`src/rtl/cpa_resolve_stage_pkg.sv`:
```
// Shared width parameters for the carry-save adder tree and its resolve stage.
package cpa_resolve_stage_pkg;

    // Operand width and number of carry-generating elements feeding the tree.
    localparam int BITS      = 32;
    localparam int CGES      = 13;

    // Carry-save vectors grow by clog2(CGES) guard bits over the operand width.
    localparam int MAX_W     = BITS + $clog2(CGES);

    // Default split point: the low segment covers the lower half of the vector.
    localparam int SPLIT_DEF = MAX_W / 2;

    // Default width of the completed-transfer counter.
    localparam int CNT_W_DEF = 16;

    // Returns 1 when a split point leaves both adder segments non-empty.
    function automatic logic split_is_legal(input int max_w, input int split);
        logic ok;
        if ((split >= 1) && (split <= (max_w - 1))) begin
            ok = 1'b1;
        end else begin
            ok = 1'b0;
        end
        return ok;
    endfunction

endpackage

```
`src/rtl/cpa_resolve_stage_segment.sv`:
```
// Building blocks of the resolve stage: a ripple segment adder with carry
// in/out, and the enable-register cell used for every pipeline register.

module cpa_segment #(
    parameter int W = 18
) (
    input  logic [W-1:0] a,
    input  logic [W-1:0] b,
    input  logic         cin,
    output logic [W-1:0] s,
    output logic         cout
);

    logic [W:0] total_s;

    // Widen by one bit so the carry-out falls out of the same addition.
    always_comb begin
        total_s = {1'b0, a} + {1'b0, b} + {{W{1'b0}}, cin};
    end

    assign s    = total_s[W-1:0];
    assign cout = total_s[W];

endmodule

module cpa_en_reg #(
    parameter int W = 1
) (
    input  logic         clk,
    input  logic         reset_n,
    input  logic         en,
    input  logic [W-1:0] d,
    output logic [W-1:0] q
);

    logic [W-1:0] q_r;

    // Load on enable, otherwise hold; cleared asynchronously by reset.
    always_ff @(posedge clk or negedge reset_n) begin
        if (!reset_n) begin
            q_r <= {W{1'b0}};
        end else if (en) begin
            q_r <= d;
        end else begin
            q_r <= q_r;
        end
    end

    assign q = q_r;

endmodule

```
`src/rtl/cpa_resolve_stage.sv`:
```
// Two-stage carry-propagate resolve of a carry-save pair with a single
// global advance, valid/ready handshake and a saturating transfer counter.
module cpa_resolve_stage
    import cpa_resolve_stage_pkg::*;
#(
    parameter int MAX   = MAX_W,
    parameter int SPLIT = SPLIT_DEF,
    parameter int CNT_W = CNT_W_DEF
) (
    input  logic             clk,
    input  logic             reset_n,
    input  logic             clr,
    input  logic             in_valid,
    input  logic [MAX-1:0]   vs,
    input  logic [MAX-1:0]   vc,
    output logic             in_ready,
    output logic             out_valid,
    input  logic             out_ready,
    output logic [MAX-1:0]   sum,
    output logic             sign,
    output logic             zero,
    output logic [CNT_W-1:0] xfer_cnt
);

    localparam int HI_W  = MAX - SPLIT;
    localparam int S1_W  = 1 + SPLIT + 2 * HI_W;
    localparam logic [CNT_W-1:0] CNT_MAX = {CNT_W{1'b1}};

    // Saturating increment: the counter parks at all-ones instead of wrapping.
    function automatic logic [CNT_W-1:0] sat_inc(input logic [CNT_W-1:0] v);
        logic [CNT_W-1:0] r;
        if (v == CNT_MAX) begin
            r = v;
        end else begin
            r = v + {{(CNT_W-1){1'b0}}, 1'b1};
        end
        return r;
    endfunction

    // Handshake and load enables.
    logic             adv_s;
    logic             ld1_s;
    logic             ld2_s;
    logic             xfer_s;

    // Stage 1 datapath.
    logic [SPLIT-1:0] lo_s;
    logic             c1_s;
    logic [S1_W-1:0]  s1_d_s;
    logic [S1_W-1:0]  s1_q_s;
    logic             v1_r;
    logic             c1_r;
    logic [SPLIT-1:0] lo1_r;
    logic [HI_W-1:0]  vs_hi_r;
    logic [HI_W-1:0]  vc_hi_r;

    // Stage 2 datapath.
    logic [HI_W-1:0]  hi_s;
    logic             hi_cout_unused_s;
    logic             v2_r;
    logic [MAX-1:0]   s2_r;

    logic [CNT_W-1:0] cnt_r;

    // One advance for the whole pipe: move whenever the output slot is free or draining.
    always_comb begin
        adv_s  = ~v2_r | out_ready;
        ld1_s  = adv_s & in_valid;
        ld2_s  = adv_s & v1_r;
        xfer_s = v2_r & out_ready;
    end

    // Low segment resolves straight from the inputs; its carry feeds stage 2.
    cpa_segment #(.W(SPLIT)) u_lo_seg (
        .a    (vs[SPLIT-1:0]),
        .b    (vc[SPLIT-1:0]),
        .cin  (1'b0),
        .s    (lo_s),
        .cout (c1_s)
    );

    assign s1_d_s = {c1_s, lo_s, vs[MAX-1:SPLIT], vc[MAX-1:SPLIT]};

    cpa_en_reg #(.W(1)) u_v1_reg (
        .clk     (clk),
        .reset_n (reset_n),
        .en      (adv_s),
        .d       (in_valid),
        .q       (v1_r)
    );

    // Data only loads alongside a real input so idle cycles do not toggle it.
    cpa_en_reg #(.W(S1_W)) u_s1_reg (
        .clk     (clk),
        .reset_n (reset_n),
        .en      (ld1_s),
        .d       (s1_d_s),
        .q       (s1_q_s)
    );

    assign {c1_r, lo1_r, vs_hi_r, vc_hi_r} = s1_q_s;

    // High segment completes the add; the carry out of the top bit is mod 2^MAX.
    cpa_segment #(.W(HI_W)) u_hi_seg (
        .a    (vs_hi_r),
        .b    (vc_hi_r),
        .cin  (c1_r),
        .s    (hi_s),
        .cout (hi_cout_unused_s)
    );

    cpa_en_reg #(.W(1)) u_v2_reg (
        .clk     (clk),
        .reset_n (reset_n),
        .en      (adv_s),
        .d       (v1_r),
        .q       (v2_r)
    );

    cpa_en_reg #(.W(MAX)) u_s2_reg (
        .clk     (clk),
        .reset_n (reset_n),
        .en      (ld2_s),
        .d       ({hi_s, lo1_r}),
        .q       (s2_r)
    );

    // Count completed transfers; clear wins over a same-cycle transfer.
    always_ff @(posedge clk or negedge reset_n) begin
        if (!reset_n) begin
            cnt_r <= {CNT_W{1'b0}};
        end else if (clr) begin
            cnt_r <= {CNT_W{1'b0}};
        end else if (xfer_s) begin
            cnt_r <= sat_inc(cnt_r);
        end else begin
            cnt_r <= cnt_r;
        end
    end

    assign in_ready  = adv_s;
    assign out_valid = v2_r;
    assign sum       = s2_r;
    assign sign      = s2_r[MAX-1];
    assign zero      = (s2_r == {MAX{1'b0}});
    assign xfer_cnt  = cnt_r;

endmodule

```
`config.mk`:
```
export PLATFORM = sky130hd
export DESIGN_NAME = cpa_resolve_stage
export DESIGN_NICKNAME = d
export VERILOG_FILES = /design/src/rtl/cpa_resolve_stage_pkg.sv /design/src/rtl/cpa_resolve_stage_segment.sv /design/src/rtl/cpa_resolve_stage.sv
export SDC_FILE = /design/constraint.sdc
export NUM_CORES = 1
export LEC_CHECK = 0
export BUFFER_PORTS_ARGS = -buffer_cell sky130_fd_sc_hd__buf_2
export CORE_UTILIZATION = 45
export CTS_CLUSTER_DIAMETER = 200
export DETAILED_ROUTE_END_ITERATION = 12
export PLACE_DENSITY = 0.71
export REMOVE_ABC_BUFFERS = 1
export SLEW_MARGIN = 5
export SYNTH_ARGS = -nofsm -noshare
export SYNTH_HDL_FRONTEND = slang
export SYNTH_SLANG_ARGS = --single-unit
```
`constraint.sdc`:
```
create_clock -name clk -period 2.1 [get_ports clk]
set_input_delay 0.21 -clock clk [delete_from_list [all_inputs] [get_ports clk]]
set_output_delay 0.21 -clock clk [all_outputs]
set_load 0.01 [all_outputs]
```
* After elaboration in Yosys (flattened, before gate mapping)
Cells that the tools add are included.
Operators by class: add/sub/neg operators 4, equal/unequal tests 2, mux-type cells 3, bitwise logic cells 5, reductions and logical operators 3
Operator list (count):
- 2-to-1 mux 16 bit | 3
- zero test 36 bit | 1
- adder 18 x 18 -> 19 bit | 1
- adder 18 x 1 -> 18 bit | 1
- adder 18 bit | 1
- adder 16 x 1 -> 16 bit (second input constant) | 1
- equality test 16 bit (second input constant) | 1
- AND 1 bit | 3
- != test 2 bit (second input constant) | 1
- AND reduction 2 bit | 1
- nonzero test 2 bit | 1
- NOT 1 bit | 1
- OR 1 bit | 1
Word-level totals: flip-flop bits (word level) 109, bits of input ports 77, output and inout port bits 56, word-level logic and storage cells 22

* Longest topological paths before layout
Gate-level depths: netlist of run 1.
word-level depth 4, mapped depth 9, depth with buffers taken out 9

* Cells and area by module
From an unflattened synthesis of run 1, not the netlist that was laid out.
Unflattened totals: cell total of the unflattened synthesis 562, area total of the unflattened synthesis 6756.5 µm²
By module, submodules not included:
- cpa_en_reg (u_s1_reg) | times used 1, cells an instance 116, area each 2294.7 µm², seq. area each 1376.3 µm²
- cpa_en_reg (u_s2_reg) | times used 1, cells an instance 76, area each 1490.2 µm², seq. area each 900.9 µm²
- cpa_resolve_stage | times used 1, cells an instance 122, area each 1111.1 µm², seq. area each 400.4 µm²
- cpa_segment (u_lo_seg) | times used 1, cells an instance 127, area each 898.4 µm², seq. area each 0.0 µm²
- cpa_segment (u_hi_seg) | times used 1, cells an instance 117, area each 882.1 µm², seq. area each 0.0 µm²
- cpa_en_reg (u_v1_reg ...) | times used 2, cells an instance 2, area each 40.0 µm², seq. area each 25.0 µm²

* Worst setup path after synthesis of run 1
No wires, ideal clock.
path kind flip-flop to flip-flop, from register u_s1_reg.q_r[0] (netlist: u_s1_reg.q[0]), to register u_s2_reg.q_r[28] (netlist: u_s2_reg.q[28]), library setup time 0.069 ns, arrival time 2.130 ns, required time 2.031 ns, path slack -0.099 ns, cell stages (with the launch flop) 10, path buffers 0, clock period less this slack 2.199 ns, cell sequence dfrtp_1 inv_1 fa_1 fa_1 nor2b_1 o211a_1 o21a_1 o21ai_0 or3_1 nand3_1
On the way: word-level cells in the longest chain between the ends 2
RTL lines:
- start, declared | line cpa_resolve_stage_segment.sv:36 | logic [W-1:0] q_r;
- start signal, assigned | line cpa_resolve_stage_segment.sv:41 | q_r <= {W{1'b0}};
- start signal, assigned | line cpa_resolve_stage_segment.sv:45 | q_r <= q_r;
- adder 18 bit | line cpa_resolve_stage_segment.sv:18 | total_s = {1'b0, a} + {1'b0, b} + {{W{1'b0}}, cin};
- adder 18 x 1 -> 18 bit | line cpa_resolve_stage_segment.sv:18
- end signal, assigned | line cpa_resolve_stage_segment.sv:41
- end signal, assigned | line cpa_resolve_stage_segment.sv:45
- end, declared | line cpa_resolve_stage_segment.sv:36
No other way between the ends. A chain may end at the register's enable or synchronous reset.

* Final worst setup path of run 1
from register u_s1_reg.q_r[54] (netlist: u_s1_reg.q[54]), to register u_s2_reg.q_r[28] (netlist: u_s2_reg.q[28])
On the way: word-level cells in the longest chain between the ends 1
RTL lines (line):
- adder 18 x 1 -> 18 bit | cpa_resolve_stage_segment.sv:18
No other way between the ends.

==> results of run 1 <==
through the flow:
stage / instance area, sq um / std cells
floorplan: 6050 / 668
global placement: 7370 / 1029
detailed placement: 7370 / 1029
CTS: 7720 / 1048
global route: 7770 / 1051
finish: 7770 / 1051
timing repair:
item | in CTS | in global routing
setup endpoints to repair | 8 | 11
setup buffers | 3 | 4
pin swaps | 7 | 9
gates resized for setup | 11 | 10
hold buffers | 1 | 0
endpoints found under the hold margin | 48 | 0
placed cells by master (no fill, tap or decap), types with 3 or more instances in the layout:
master	count
nand2_1	212
buf_2	131
dfrtp_1	109
buf_4	55
nor2_1	35
ha_1	35
o21ai_0	33
xor2_1	20
a21oi_1	18
nand3_1	16
nor3_1	13
xnor2_1	12
inv_1	11
a21o_1	11
o21a_1	10
and3_1	9
clkbuf_16	9
nor4_1	8
nand4_1	8
and2_1	7
o21ai_1	6
a31oi_1	6
o211ai_1	5
nand2b_1	4
or2_2	4
and4_1	4
o31ai_1	4
a211o_1	4
o21bai_1	3
or3_1	3
mux2i_1	3
inv_8	3
buf_12	3
area by class of cell:
| class | count | share of cell area (%) |
|---|---|---|
| Timing Repair Buffer | 191 | 14.8 |
| Inverter | 13 | 0.628 |
| Clock buffer | 9 | 2.90 |
| Sequential cell | 109 | 35.1 |
| Tap cell | 176 | 2.83 |
| Multi-Input combinational cell | 546 | 42.8 |
| Clock inverter | 7 | 0.982 |
worst min-delay path, stage by stage:
cell and delay, ns:
buf_2 0.07, nand2_1 0.04, nand2_1 0.05
registers in the layout, indices dropped and copies added (netlist names):
name        cells
u_s1_reg.q     55
u_s2_reg.q     36
u_v1_reg.q      1
u_v2_reg.q      1
xfer_cnt       16
metal layers:
layer  GRT usage (%)  vias to the layer above
met5               0                        -
met4            6.88                        0
met3            3.26                       19
met2            35.6                      143
met1            31.0                     2547
li1                -                     2760
final timing paths:
check	startpoint	end	slack, ns	cells after the start
max reg2reg	u_s1_reg.q[54]	u_s2_reg.q[28]	-0.16	9
max in group asynchronous	reset_n	u_s1_reg.q[48]	1.04	3
max	u_s1_reg.q[54]	u_s2_reg.q[28]	-0.16	9
min	vs[23]	u_s1_reg.q[23]	0.04	3
min in group asynchronous	reset_n	u_s1_reg.q[25]	0.42	2
min reg2reg	u_s1_reg.q[50]	u_s2_reg.q[14]	0.47	2
cells by family (layout without fill, tap and decap cells):
kind of cell | count (synthesis) | count (layout) | synth area share, %
compound gates | 134 | 134 | 15.6
xor+xnor | 33 | 33 | 4.70
fa+ha+maj | 38 | 38 | 8.09
buf+inv | 39 | 220 | 2.54
flops | 109 | 109 | 44.3
mux | 3 | 3 | 0.488
simple gates | 338 | 338 | 24.3
power breakdown:
part	switching [mW]	total (mW)	internal (mW)
clock	0.871	1.72	0.852
combinational	1.37	2.53	1.16
sequential	0.405	3.00	2.59
total	2.64	7.25	4.60
==> out/results.ini, run 1 <==
[synth]
synth_seq_cells=109
yosys.area.top_type=dfrtp_1
synth.avg_cell_area_sq_um=8.87
synth-main-ff-cell=dfrtp_1
netlist.area_leader.share_pct=44.3
ys_types=65
ys_top_cells_by_count=nand2_1 (213), dfrtp_1 (109), o21ai_0 (38)
synth_area_leaders=dfrtp_1 (44%), nand2_1 (13%), ha_1 (7.1%)
yosysSeqAreaShare_pct=44.3
synth_edf_count=0
async_flop_share_pct=100
yosysMostFrequentCell=nand2_1
synthesis.area_sq_um=6150
ys.warnings.count=0
synthCells=694

[clocking]
clock_sinks=109
clockRootBuffer=clkbuf_16
clk_pin_slew_worst_paths_ns=0.08
clock_path_buffers=2
tritoncts=done
htreeDepth=3
cts_buffers=9
insertion_delay_ns=0.36

[timing]
setup_slack_ns=-0.163
hold_viol=0
setup_viol=9
rsz0062_at_grt=true
slew_headroom_pct=54.7
clock.fmax_mhz=442
period_minus_slack_ns=2.26
finalSetupTns_ns=-0.520
fin_skew_ns=0.00831
hold_ws_ns=0.0398
worst_pin_slew_ns=0.680
slew_viol_final=0
period_share_pct=108

[place]
port-buffer-count=132
pre_cts_ws_ns=-0.306
post-dp-hpwl_um=11100
routabilityCongestion=0.894

[final_layout]
nets=985
ff_latch_area_sq_um=2730
area_growth_pct=26.3
antenna_cells=0
fillers=1207
multiInputGateArea_sq_um=3320
fin_util_pct=58.4
drive_above_1_share_pct=27.1

[route]
num_vias=5469
dr.max_layer_used=met4
routedWlPerCell_um=14.0
wl_met2_um=6890
drc=0
dr.pass1.iters=4
wl_met3_um=665
ant_nets=0
via_per_inst=5.20
detail_route.iter0.violations=336
drt_wl_total_um=14700
wl_met1_um=6890

[job]
cap_violations=0

[die]
core.rowCount=42
io_pins=133
die_w_um=119
core_sq_um=13300
die_area_sq_um=14100
start_util_pct=46.3
dieHeight_um=119

[grt]
antenna_found_initial=0
grt_pass1_vias=5184
grt_max_degree=51
overflow=0
grt_first_pass_wirelength_um=25400
grt_use_total_pct=22.2

[outcome]
violations=negative setup slack
status=finished with violations

[critical_path]
setup.worst_path.start_class=flop
worstPathCellList=inv_2, fa_2, fa_2, nor2b_2, o211a_1, o21a_1, o21ai_2, or3_1, nand3_1
critPathMaxStageDelay_ns=0.40
crit_family=adder cells
path_buf_inv=1
cp-end-kind=flop
crit_path_frequent_cell=fa_2
crit_required_ns=2.40
cpMaxStageDelayCell=fa_2
crit_fanout=3
arrival_ns=2.56
path_class=flop to flop

[power]
total_leakage_power_nw=4.00
ir_drop_uv=455
powerDensity_nw_per_um2=932
p_total_mw=7.25

[worst_hold_path]
hold_path_class=primary input to flop

Power figures use the tool's default switching activity.
==> inputs of run 2 (changes only) <==
--- a/config.mk
+++ b/config.mk
@@ -9,8 +9,7 @@
 export CORE_UTILIZATION = 45
 export CTS_CLUSTER_DIAMETER = 200
 export DETAILED_ROUTE_END_ITERATION = 12
-export PLACE_DENSITY = 0.71
-export REMOVE_ABC_BUFFERS = 1
+export PLACE_DENSITY_LB_ADDON = 0.05
 export SLEW_MARGIN = 5
 export SYNTH_ARGS = -nofsm -noshare
 export SYNTH_HDL_FRONTEND = slang
==> constraint.sdc (replaced) <==
create_clock -name clk -period 2.1 [get_ports clk]
set_input_delay 0.21 -clock clk [delete_from_list [all_inputs] [get_ports clk]]
set_output_delay 0.21 -clock clk [all_outputs]
set_load 0.1 [all_outputs]
==> out/results.ini, run 2 (synthesis results as in run 1) <==
[outcome]
status=finished with violations
violations=negative setup slack

[critical_path]
worstPathCellList=inv_2, fa_2, fa_2, nor2b_2, o211a_1, o21a_2, o21ai_2, or3_1, nand3_1
crit_fanout=3  ; unchanged
crit_path_frequent_cell=fa_2
cp-end-kind=flop
critPathMaxStageDelay_ns=0.38  ; -0.02 ns
cpMaxStageDelayCell=dfrtp_1
setup.worst_path.start_class=flop
arrival_ns=2.47  ; -0.09 ns
path_class=flop to flop
crit_required_ns=2.39  ; about the same

[die]
io_pins=133  ; unchanged
core.rowCount=42  ; unchanged
dieHeight_um=119  ; unchanged
die_area_sq_um=14100  ; unchanged
core_sq_um=13300  ; unchanged
die_w_um=119  ; unchanged
start_util_pct=46.3  ; unchanged

[power]
switchingPower_mw=4.77  ; +80%
ir_drop_uv=1130  ; +150%
power_switching_share_pct=49.6  ; +13 points
total_leakage_power_nw=3.91  ; -2.4%
p_int_mw=4.84  ; +5.1%
powerDensity_nw_per_um2=1230  ; +32%
seqPwrFrac_pct=32.1  ; -9.2 points
combPwrFrac_pct=48.6  ; +14 points
p_total_mw=9.60  ; +33%
clkPwrFrac_pct=19.3  ; -4.5 points

[route]
routedWlPerCell_um=15.7  ; +12%
ant_nets=0  ; unchanged
drc=0  ; unchanged
detail_route.iter0.violations=310  ; -7.7%
via_per_inst=5.36  ; +3.0%
num_vias=5568  ; +1.8%
dr.pass1.iters=5  ; +1
drt_wl_total_um=16300  ; +11%

[place]
routabilityCongestion=0.891  ; -0.44%
placed_area_sq_um=7360  ; -0.14%
port-buffer-count=132  ; unchanged
dp.cells=1017  ; -1.2%
pre_cts_ws_ns=-0.159  ; +0.147 ns
post-dp-hpwl_um=12200  ; +9.8%

[job]
cap_violations=0  ; unchanged

[timing]
rsz0062_at_grt=true
clock.fmax_mhz=459  ; +4.0%
period_minus_slack_ns=2.18  ; -0.0861 ns
fin_skew_ns=0.00680  ; -0.00151 ns
worst_pin_slew_ns=0.507  ; -0.172 ns
slew_headroom_pct=66.4  ; +12 points
setup_viol=3  ; -6
setup_slack_ns=-0.0765  ; +0.0861 ns
period_share_pct=104  ; -4.1 points
finalSetupTns_ns=-0.147  ; +0.374 ns
slew_viol_final=0  ; unchanged
hold_viol=0  ; unchanged

[clocking]
clock_path_buffers=2  ; unchanged
htreeDepth=3  ; unchanged
clk_pin_slew_worst_paths_ns=0.07  ; about the same
clock_sinks=109  ; unchanged
clockRootBuffer=clkbuf_16
tritoncts=done
cts_buffers=9  ; unchanged
insertion_delay_ns=0.36  ; about the same

[final_layout]
largest_reg_flops=55  ; unchanged
nets=973  ; -1.2%
layout_common_cells=nand2_1 (212), buf_2 (130), dfrtp_1 (62)
stdcell_area_sq_um=7800  ; +0.39%
antenna_cells=0  ; unchanged
layout_commonest_cell=nand2_1
area_growth_pct=26.8
finalNonFillerCells=1039  ; -1.1%
drive_above_1_share_pct=32.0  ; +4.9 points

[grt]
grt_use_total_pct=24.2  ; +2.0 points
overflow=0  ; unchanged
grt_first_pass_wirelength_um=27100  ; +6.9%
grt_max_degree=56  ; +9.8%
grt_pass1_vias=5554  ; +7.1%
antenna_found_initial=0  ; unchanged

[synth]
synth_nets=809

[worst_hold_path]
hold_path_class=primary input to flop

==> run 2: cell count changes in the layout (fill, tap and decap cells not counted), moves of 2 or more <==
cell	change
buf_4	-10
bufinv_16	+2
clkinv_2	+3
dfrtp_1	-47
dfrtp_2	+46
inv_6	-2
inv_8	-3
o21ai_1	-2
==> run 2: final timing paths <==
path                                  end  slack [ns]  depth (start not counted)           start
setup / recovery           u_s2_reg.q[28]       -0.08                          9  u_s1_reg.q[54]
hold / removal             u_s1_reg.q[11]        0.04                          3          vc[29]
setup reg to reg           u_s2_reg.q[28]       -0.08                          9  u_s1_reg.q[54]
hold reg to reg             u_s2_reg.q[4]        0.47                          2  u_s1_reg.q[40]
max in group asynchronous  u_s2_reg.q[35]        0.97                          3         reset_n
min in group asynchronous    xfer_cnt[12]        0.32                          2         reset_n
==> run 2: worst max-delay path: cells and delay by family, from the launching register on <==
family | cells | cell delay, ns
adder cells (fa/ha/maj) | 2 | 0.71
AND/OR/NAND/NOR | 3 | 0.54
AO/OA/AOI/OAI | 3 | 0.44
flip-flops | 1 | 0.38
buffers and inverters | 1 | 0.06
==> run 2: cell type report <==
cell class              count  area, sq um
clock buffers              11          243
clock inverters             5         75.1
fillers                  1240         5500
inverters                  13         48.8
multi-input cells         546         3370
flip-flops and latches    109         2790
well taps                 176          220
repair buffers            179         1060
==> run 2: power groups by stage <==
stage          clock (mW)  combinational (mW)  sequential, mW
2_1_floorplan           0                1.43            5.14
3_3_place_gp            0                4.52            3.08
3_5_place_dp            0                4.56            3.10
4_1_cts              1.90                4.61            3.07
5_1_grt              1.97                4.95            3.15
6_report             1.85                4.66            3.08
==> run 2: repair_timing <==
item | in CTS | in global routing
pin swaps | 1 | 10
gates resized for setup | 9 | 14
setup endpoints to repair | 7 | 15
endpoints found under the hold margin | 28 | 0
buffers inserted | 3 | 3
hold buffers | 1 | 0
==> run 2: metrics by stage <==
stage,util (%),hold slack [ns]
global placement,55.3,0.177
finish,58.7,0.0378
detailed placement,55.3,0.172
CTS,58.1,0.0266
floorplan,-,-0.0856
global route,58.7,0.0333
==> run 2: per-layer routing <==
layer	track usage (%)	wire length, um	up-vias	part of all wire [%]
li1	-	-	2722	-
met4	4.83	121	0	0.74
met3	5.17	818	10	5.0
met2	41.3	7850	149	48
met5	0	0	-	0
met1	31.8	7510	2687	46
==> inputs of run 3 (changes only) <==
--- a/config.mk
+++ b/config.mk
@@ -9,6 +9,7 @@
 export CORE_UTILIZATION = 45
 export CTS_CLUSTER_DIAMETER = 200
 export DETAILED_ROUTE_END_ITERATION = 12
+export MAX_ROUTING_LAYER = met4
 export PLACE_DENSITY_LB_ADDON = 0.05
 export SLEW_MARGIN = 5
 export SYNTH_ARGS = -nofsm -noshare
==> out/results.ini, run 3 (synthesis results as in run 1) <==
[outcome]
status=finished with violations
violations=negative setup slack

[clocking]
insertion_delay_ns=0.36  ; about the same
htreeDepth=3  ; unchanged
clock_sinks=109  ; unchanged
cts_buffers=9  ; unchanged
tritoncts=done
clockRootBuffer=clkbuf_16
clock_path_buffers=2  ; unchanged
clk_pin_slew_worst_paths_ns=0.08  ; about the same

[critical_path]
crit_path_end=u_s2_reg.q[28]
worst_r2r_endpoint=u_s2_reg.q[28]
startpoint=u_s1_reg.q[54]
crit_required_ns=2.39  ; about the same
r2r-start=u_s1_reg.q[54]
setup.worst_path.start_class=flop
r2r_cells=9  ; unchanged
cp-end-kind=flop
rrSetupSlack_ns=-0.09  ; about the same
path_class=flop to flop
arrival_ns=2.48  ; about the same
crit_fanout=3  ; unchanged

[die]
die_area_sq_um=14100  ; unchanged
io_pins=133  ; unchanged
die_w_um=119  ; unchanged
core.rowCount=42  ; unchanged
dieHeight_um=119  ; unchanged
start_util_pct=46.3  ; unchanged
core_sq_um=13300  ; unchanged

[final_layout]
ff_latch_area_sq_um=2790  ; unchanged
largest_reg_flops=55  ; unchanged
finalNonFillerCells=1041  ; +0.19%
nets=975  ; +0.21%
antenna_cells=0  ; unchanged
multiInputGateArea_sq_um=3380  ; +0.48%
fin_util_pct=58.8  ; +0.094 points
fillers=1238  ; -0.16%
area_growth_pct=27.0
drive_above_1_share_pct=32.7  ; +0.74 points
layout_common_cells=nand2_1 (211), buf_2 (130), dfrtp_1 (62)
layout_commonest_cell=nand2_1

[place]
dp.cells=1018  ; +0.098%
post-dp-hpwl_um=12000  ; -1.4%
port-buffer-count=132  ; unchanged
pre_cts_ws_ns=-0.196  ; -0.0371 ns
routabilityCongestion=0.894  ; +0.42%

[route]
drc=0  ; unchanged
detail_route.iter0.violations=364  ; +17%
routedWlPerCell_um=15.4  ; -1.7%
wl_met2_um=7330  ; -6.6%
dr.max_layer_used=met4
wl_met1_um=7670  ; +2.1%
ant_nets=0  ; unchanged
drt_wl_total_um=16100  ; -1.5%
wl_met3_um=647  ; -21%
dr.pass1.iters=4  ; -1
num_vias=5528  ; -0.72%
via_per_inst=5.31  ; -0.91%

[timing]
period_share_pct=104  ; +0.54 points
slew_headroom_pct=58.4  ; -8.0 points
setup_viol=3  ; unchanged
worst_pin_slew_ns=0.623  ; +0.116 ns
setup_slack_ns=-0.0878  ; -0.0113 ns
slew_viol_final=0  ; unchanged
clock.fmax_mhz=457  ; -0.52%
fin_skew_ns=0.00742  ; +0.000617 ns
rsz0062_at_grt=true
hold_viol=0  ; unchanged
hold_ws_ns=0.0377  ; -0.0000478 ns
period_minus_slack_ns=2.19  ; +0.0113 ns

[synth]
synth_nets=809  ; unchanged

[worst_hold_path]
hold_path_class=primary input to flop

[grt]
grt_pass1_vias=5403  ; -2.7%
grt_use_total_pct=24.4  ; +0.23 points
antenna_found_initial=0  ; unchanged
grt_first_pass_wirelength_um=26500  ; -2.2%
grt_max_degree=110  ; +96%
overflow=0  ; unchanged

[job]
cap_violations=0  ; unchanged

[power]
ir_drop_uv=1200  ; +6.1%
total_leakage_power_nw=3.90  ; -0.17%
powerDensity_nw_per_um2=1230  ; -0.40%

run 3: cell types whose count changed in the layout (fill, tap and decap cells not counted), sizes merged:
| cell | delta |
|---|---|
| clkbuf | -1 |
| buf | +2 |
| bufinv | -1 |
| clkinv | +1 |
| clkinvlp | +1 |
run 3: timing repair:
item	4_1_cts	5_1_grt
gates resized for setup	8	19
hold buffers	1	0
setup buffers	4	2
endpoints found under the setup margin	6	21
pin swaps	2	15
hold endpoints to repair	109	0
run 3: layer usage:
layer  GRT usage (%)  vias to the layer above
li1                -                     2734
met1            32.8                     2630
met2            37.1                      137
met3            3.98                       27
met4            9.65                        0
met5               -                        -
run 3: layout make-up:
type                       count  area share, %
tap                          176           2.82
sequential                   109           35.7
inverter                      13          0.625
multi-input combinational    546           43.3
timing repair buffer         181           13.6
clock buffer                  10           3.06
clock inverter                 6          0.929
run 3: worst min path at each step:
stage,startpoint,end,cells after the start
after global placement,reset_n,xfer_cnt[14],2
after detailed placement,reset_n,xfer_cnt[14],2
after floorplan,reset_n,u_s1_reg.q[0],0
after CTS,vs[31],u_s1_reg.q[31],3
final,vs[28],u_s1_reg.q[28],3
after global routing,vs[32],u_s1_reg.q[32],3
run 3: report_power, final:
part	internal (mW)	switching, mW
registers	2.64	0.451
clock network	0.967	0.828
logic	1.14	3.55
total	4.75	4.83
run 3: metrics by stage:
stage | cell area [sq um] | TNS [ns] | total power [mW]
floorplan | 6230 | -0.0811 | 6.57
global placement | 7350 | -0.411 | 7.61
detailed placement | 7350 | -0.981 | 7.67
CTS | 7710 | -0.247 | 9.53
global route | 7810 | -0.924 | 10.0
finish | 7810 | -0.147 | 9.58
run 3: critical path: stages (launching register included):
cell     delay, ns
dfrtp_1       0.38
inv_2         0.06
fa_2          0.35
fa_2          0.35
nor2b_2       0.13
o211a_1       0.20
o21a_2        0.18
o21ai_2       0.06
or3_1         0.32
nand3_1       0.09
